**config.mk**
```make
export PLATFORM = sky130hd
export DESIGN_NAME = key_fsm_debounce
export DESIGN_NICKNAME = d
export VERILOG_FILES = /design/src/rtl/key_fsm_debounce_pkg.sv /design/src/rtl/key_fsm_debounce_filter_ch.sv /design/src/rtl/key_fsm_debounce.sv
export SDC_FILE = /design/constraint.sdc
export NUM_CORES = 1
export LEC_CHECK = 0
export CAP_MARGIN = 10
export CORE_ASPECT_RATIO = 0.6
export CORE_UTILIZATION = 54
export CTS_BUF_LIST = sky130_fd_sc_hd__clkbuf_4 sky130_fd_sc_hd__clkbuf_8
export CTS_CLUSTER_SIZE = 16
export DETAILED_ROUTE_END_ITERATION = 8
export GPL_ROUTABILITY_DRIVEN = 0
export PLACE_DENSITY = 0.71
export SETUP_SLACK_MARGIN = 0.5
export SLEW_MARGIN = 20
export SYNTH_ARGS = -nofsm -noshare
export SYNTH_HDL_FRONTEND = slang
export SYNTH_SLANG_ARGS = --single-unit
```
**constraint.sdc**
```tcl
create_clock -name clk -period 2.6 [get_ports clk]
set_input_delay 0.52 -clock clk [delete_from_list [all_inputs] [get_ports clk]]
set_output_delay 0.52 -clock clk [all_outputs]
set_load 0.005 [all_outputs]
```
**src/rtl/key_fsm_debounce_pkg.sv**
```systemverilog
// key_fsm_debounce_pkg: shared FSM encodings and default timing for the key front end
package key_fsm_debounce_pkg;
  typedef enum logic [3:0] {
    ST_IDLE      = 4'b0001,
    ST_FILTER_DN = 4'b0010,
    ST_DOWN      = 4'b0100,
    ST_FILTER_UP = 4'b1000
  } state_e;
  localparam int KEY_W_DEF     = 4;
  localparam int TIME_20MS_DEF = 1_000_000;
  localparam int TIME_LONG_DEF = 50_000_000;
endpackage

```
**src/rtl/key_fsm_debounce_filter_ch.sv**
```systemverilog
// key_filter_ch: one key channel - synchroniser, debounce FSM, hold timer, registered pulses
module key_filter_ch
  import key_fsm_debounce_pkg::*;
#(
  parameter int TIME_20MS = TIME_20MS_DEF,
  parameter int TIME_LONG = TIME_LONG_DEF
) (
  input  logic clk,
  input  logic rst_n,
  input  logic key_in,
  output logic key_press,
  output logic key_release,
  output logic key_long,
  output logic key_state
);
  localparam int FW = $clog2(TIME_20MS);
  localparam int HW = $clog2(TIME_LONG);
  localparam logic [FW-1:0] FMAX = FW'(TIME_20MS - 1);
  localparam logic [HW-1:0] HMAX = HW'(TIME_LONG - 1);
  logic [1:0] sync_q;
  logic lvl_q;
  state_e st_q, st_d;
  logic [FW-1:0] filt_q, filt_d;
  logic [HW-1:0] hold_q, hold_d;
  logic done_q, done_d;
  logic press_q, press_d, rel_q, rel_d, long_q, long_d, state_q, state_d;
  // lvl_q is a registered copy of the synchroniser output so the FSM enters a filter state on edge 3
  always_ff @(posedge clk or negedge rst_n)
    if (!rst_n) begin
      sync_q  <= 2'b11;
      lvl_q   <= 1'b1;
      st_q    <= ST_IDLE;
      filt_q  <= '0;
      hold_q  <= '0;
      done_q  <= 1'b0;
      press_q <= 1'b0;
      rel_q   <= 1'b0;
      long_q  <= 1'b0;
      state_q <= 1'b0;
    end else begin
      sync_q  <= {sync_q[0], key_in};
      lvl_q   <= sync_q[1];
      st_q    <= st_d;
      filt_q  <= filt_d;
      hold_q  <= hold_d;
      done_q  <= done_d;
      press_q <= press_d;
      rel_q   <= rel_d;
      long_q  <= long_d;
      state_q <= state_d;
    end
  always_comb begin
    st_d    = st_q;
    filt_d  = filt_q;
    hold_d  = hold_q;
    done_d  = done_q;
    press_d = 1'b0;
    rel_d   = 1'b0;
    long_d  = 1'b0;
    case (st_q)
      ST_IDLE: if (!lvl_q) begin
        st_d   = ST_FILTER_DN;
        filt_d = '0;
      end
      ST_FILTER_DN: if (lvl_q) st_d = ST_IDLE;
      else if (filt_q == FMAX) begin
        st_d    = ST_DOWN;
        press_d = 1'b1;
        hold_d  = '0;
        done_d  = 1'b0;
      end else filt_d = filt_q + 1'b1;
      ST_DOWN: if (lvl_q) begin
        st_d   = ST_FILTER_UP;
        filt_d = '0;
      end
      ST_FILTER_UP: if (!lvl_q) st_d = ST_DOWN;
      else if (filt_q == FMAX) begin
        st_d  = ST_IDLE;
        rel_d = 1'b1;
      end else filt_d = filt_q + 1'b1;
      default: st_d = ST_IDLE;
    endcase
    // done_q limits the long pulse to one per press, even across release bounces
    if (st_q == ST_DOWN || st_q == ST_FILTER_UP) begin
      hold_d = (hold_q == HMAX) ? hold_q : hold_q + 1'b1;
      long_d = (hold_q == HMAX) && !done_q;
      done_d = done_q | long_d;
    end
    state_d = (st_d == ST_DOWN) || (st_d == ST_FILTER_UP);
  end
  assign key_press   = press_q;
  assign key_release = rel_q;
  assign key_long    = long_q;
  assign key_state   = state_q;
endmodule

```
**src/rtl/key_fsm_debounce.sv**
```systemverilog
// key_fsm_debounce: KEY_W independent debounced key channels with press/release/long pulses
module key_fsm_debounce
  import key_fsm_debounce_pkg::*;
#(
  parameter int KEY_W     = KEY_W_DEF,
  parameter int TIME_20MS = TIME_20MS_DEF,
  parameter int TIME_LONG = TIME_LONG_DEF
) (
  input  logic             clk,
  input  logic             rst_n,
  input  logic [KEY_W-1:0] key_in,
  output logic [KEY_W-1:0] key_press,
  output logic [KEY_W-1:0] key_release,
  output logic [KEY_W-1:0] key_long,
  output logic [KEY_W-1:0] key_state
);
  for (genvar i = 0; i < KEY_W; i++) begin : g_ch
    key_filter_ch #(
      .TIME_20MS(TIME_20MS),
      .TIME_LONG(TIME_LONG)
    ) u_ch (
      .clk        (clk),
      .rst_n      (rst_n),
      .key_in     (key_in[i]),
      .key_press  (key_press[i]),
      .key_release(key_release[i]),
      .key_long   (key_long[i]),
      .key_state  (key_state[i])
    );
  end
endmodule

```
==> impl_metrics.env <==
export IMPL_ys_top_cells_by_area="dfrtp_1 (44%), xnor2_1 (6.1%), nor2_1 (4.8%)"
export IMPL_worstMarginPinSlew_ns=0.659
export IMPL_max_slew_margin_pct=55.9
export IMPL_finalCoreUtilization_pct=71.0
export IMPL_power_frac_seq_pct=47.8
export IMPL_wl_per_cell_um=17.7
export IMPL_grt_pass1_wl_um=48900
export IMPL_clock_skew_final_ns=0.0314
export IMPL_synth_top_cell_by_area="dfrtp_1"
export IMPL_totalWireLength_um=31700
export IMPL_p_sw_share_pct=25.7
export IMPL_post_route_cells_drive_above_1_share_pct=28.5
export IMPL_syn_num_nets=1341
export IMPL_track_usage_pct=25.4
export IMPL_syn_to_final_growth_pct=27.8
export IMPL_num_io_pins=22
export IMPL_finalCriticalPeriod_ns=2.32
export IMPL_fin_nets=1470
export IMPL_dp_hpwl_um=18000
export IMPL_stdcell_area_um2=15800
export IMPL_synth_top_flop_cell="dfrtp_1"
export IMPL_critical_path_arrival_ns=2.80
export IMPL_synthDominantCellAreaShare_pct=43.8
export IMPL_die_h_um=119
export IMPL_post_dp_cell_area_um2=12900
export IMPL_drt_first_pass_iters=6
export IMPL_cts_htree_levels=2
export IMPL_clock_sink_count=232
export IMPL_p_per_area_nw_per_um2=499
export IMPL_syn_inst=1327
export IMPL_antenna_cells=0
export IMPL_antenna_found_initial=0
export IMPL_internal_power_w=0.00585
export IMPL_numCtsBuffers=37
export IMPL_topRoutingLayerUsed="met4"
export IMPL_ant_nets=0
export IMPL_cts_buffer_depth=3
export IMPL_clkPwrFrac_pct=42.3
export IMPL_status="completed"
export IMPL_hold_viol=0
export IMPL_yosysUniqueCellTypes=67
export IMPL_first_global_vias=9743
export IMPL_dieArea_um2=23500
export IMPL_synth_most_common_cell="dfrtp_1"
export IMPL_critPathMaxFanout=5
export IMPL_yosys_top_cells_count="dfrtp_1 (216), nor2_1 (157), nand2_1 (117), xnor2_1 (86), nand3_1 (79)"
export IMPL_dr_first_iter_drc_count=851
export IMPL_async_flop_share_pct=100
export IMPL_yosysSeqAreaShare_pct=47.2
export IMPL_viasPerCell=6.05
export IMPL_vias=10800
export IMPL_initial_core_util_pct=55.5
export IMPL_overflow=0
export IMPL_p_sw_w=0.00202
export IMPL_p_comb_share_pct=9.8
export IMPL_slew_violations=0
export IMPL_synth_seq_cells=232
export IMPL_io_buffers=21
export IMPL_netlist_area_um2=12300
export IMPL_synth_edf_count=0
export IMPL_avgSynthCellArea_um2=9.30
export IMPL_met2_length_um=13300
export IMPL_setup_tns_ns=0
export IMPL_rows=42
export IMPL_drc_errors=0
export IMPL_max_cap_violations=0
export IMPL_clk_pin_slew_ns=0.07
export IMPL_yosysWarningCount=0
export IMPL_leakage_nw=6.34
export IMPL_setup_viol_count_final=0
export IMPL_drt_met1_wl_um=15600
export IMPL_core_um2=22200
export IMPL_insertion_delay_ns=0.55
export IMPL_cts_tree="yes"
export IMPL_ir_worst_vdd_mv=0.435
export IMPL_start_kind="flip-flop"
export IMPL_wl_met3_um=2220
export IMPL_crit_path_end_kind="flip-flop"
export IMPL_worstHoldPathType="reg -> reg"
export IMPL_critical_path_class="reg -> reg"
export IMPL_fp_dieW_um=197
export IMPL_rsz0062_at_grt="true"
export IMPL_min_period_over_period_pct=89.3
export IMPL_required_ns=3.07
export IMPL_grt_max_degree=72
export IMPL_max_freq_mhz=431
export IMPL_root_buffer="clkbuf_8"
state kept, by name, summed over array words and instances (netlist names):
signal	cells
g_ch.u_ch.done_q	4
g_ch.u_ch.filt_q	80
g_ch.u_ch.hold_q	104
g_ch.u_ch.key_long	4
g_ch.u_ch.key_press	4
g_ch.u_ch.key_release	4
g_ch.u_ch.key_state	4
g_ch.u_ch.lvl_q	4
g_ch.u_ch.st_q	16
g_ch.u_ch.sync_q	8
cell families after synthesis:
family,share of synthesized area (%)
fa+ha+maj,0.811
xor+xnor,8.16
compound gates,8.24
flops,47.2
buf+inv,3.89
mux,0.416
simple gates,31.3
cell type report:
| cell class | instances | area (µm²) |
|---|---|---|
| timing repair buffer | 157 | 1540 |
| sequential | 232 | 5850 |
| clock inverter | 7 | 40.0 |
| fill | 1624 | 6450 |
| multi-input combinational | 1001 | 7090 |
| clock buffer | 61 | 752 |
| inverter | 26 | 110 |
| tap | 308 | 385 |
| timing repair inverter | 1 | 8.76 |
worst paths after layout:
| check | from | endpoint | slack [ns] | cells past startpoint |
|---|---|---|---|---|
| setup / recovery | g_ch[0].u_ch.filt_q[7] | g_ch[0].u_ch.filt_q[15] | 0.28 | 6 |
| hold / removal | g_ch[2].u_ch.sync_q[0] | g_ch[2].u_ch.sync_q[1] | 0.35 | 0 |
| setup reg to reg | g_ch[0].u_ch.filt_q[7] | g_ch[0].u_ch.filt_q[15] | 0.28 | 6 |
| hold reg to reg | g_ch[2].u_ch.sync_q[0] | g_ch[2].u_ch.sync_q[1] | 0.35 | 0 |
| max in group asynchronous | rst_n | g_ch[2].u_ch.sync_q[0] | 1.34 | 3 |
| min in group asynchronous | rst_n | g_ch[0].u_ch.filt_q[7] | 0.46 | 2 |
placed cells by master (no fill, tap or decap), types with 20 or more instances in the layout:
master and n:
nand3_1 74, clkdlybuf4s50_1 20, or4_1 20, nand4_1 38, clkbuf_8 47, xor2_1 28, and3_1 24, dfrtp_2 20
o21ai_0 32, a21oi_2 20, nand2_1 110, buf_6 21, a21oi_1 32, buf_4 95, or3_1 25, nor3_1 41
nor2_1 149, xnor2_1 84, inv_1 25, dfrtp_1 196
worst max-delay path: stages, from the launching register on:
cell,delay [ns]
dfrtp_1,0.41
and4_4,0.26
nand4_1,0.26
buf_4,0.24
or3_4,0.37
or4_1,0.52
a21oi_1,0.18
metal layers:
metal / global-route usage (%) / up-vias
met5: 0 / -
met4: 6.20 / 0
met3: 5.10 / 58
met2: 34.1 / 402
met1: 41.2 / 5347
li1: - / 5042
power groups by stage:
stage          Clock, W  Sequential [W]  Combinational, W
2_1_floorplan         0         0.00377          0.000329
3_3_place_gp          0         0.00382          0.000457
3_5_place_dp          0         0.00382          0.000464
4_1_cts         0.00339         0.00375          0.000633
5_1_grt         0.00357         0.00377          0.000831
6_report        0.00333         0.00376          0.000773
stage by stage:
step           cells  hold slack, ns  total power [W]  worst slack [ns]
6_report        1793           0.346          0.00786             0.278
3_3_place_gp    1616           0.346          0.00428             0.229
4_1_cts         1736           0.344          0.00778             0.344
5_1_grt         1793           0.349          0.00817             0.203
2_1_floorplan   1327           0.224          0.00410             0.436
3_5_place_dp    1616           0.347          0.00429             0.145
timing repair:
action,CTS,global route
endpoints found under the setup margin,128,175
setup buffers,46,50
endpoints found under the hold margin,50,0
hold buffers,1,0
resized for setup,81,182
pin swaps,42,93
gates cloned,5,7
(Power assumes the default switching activity.)
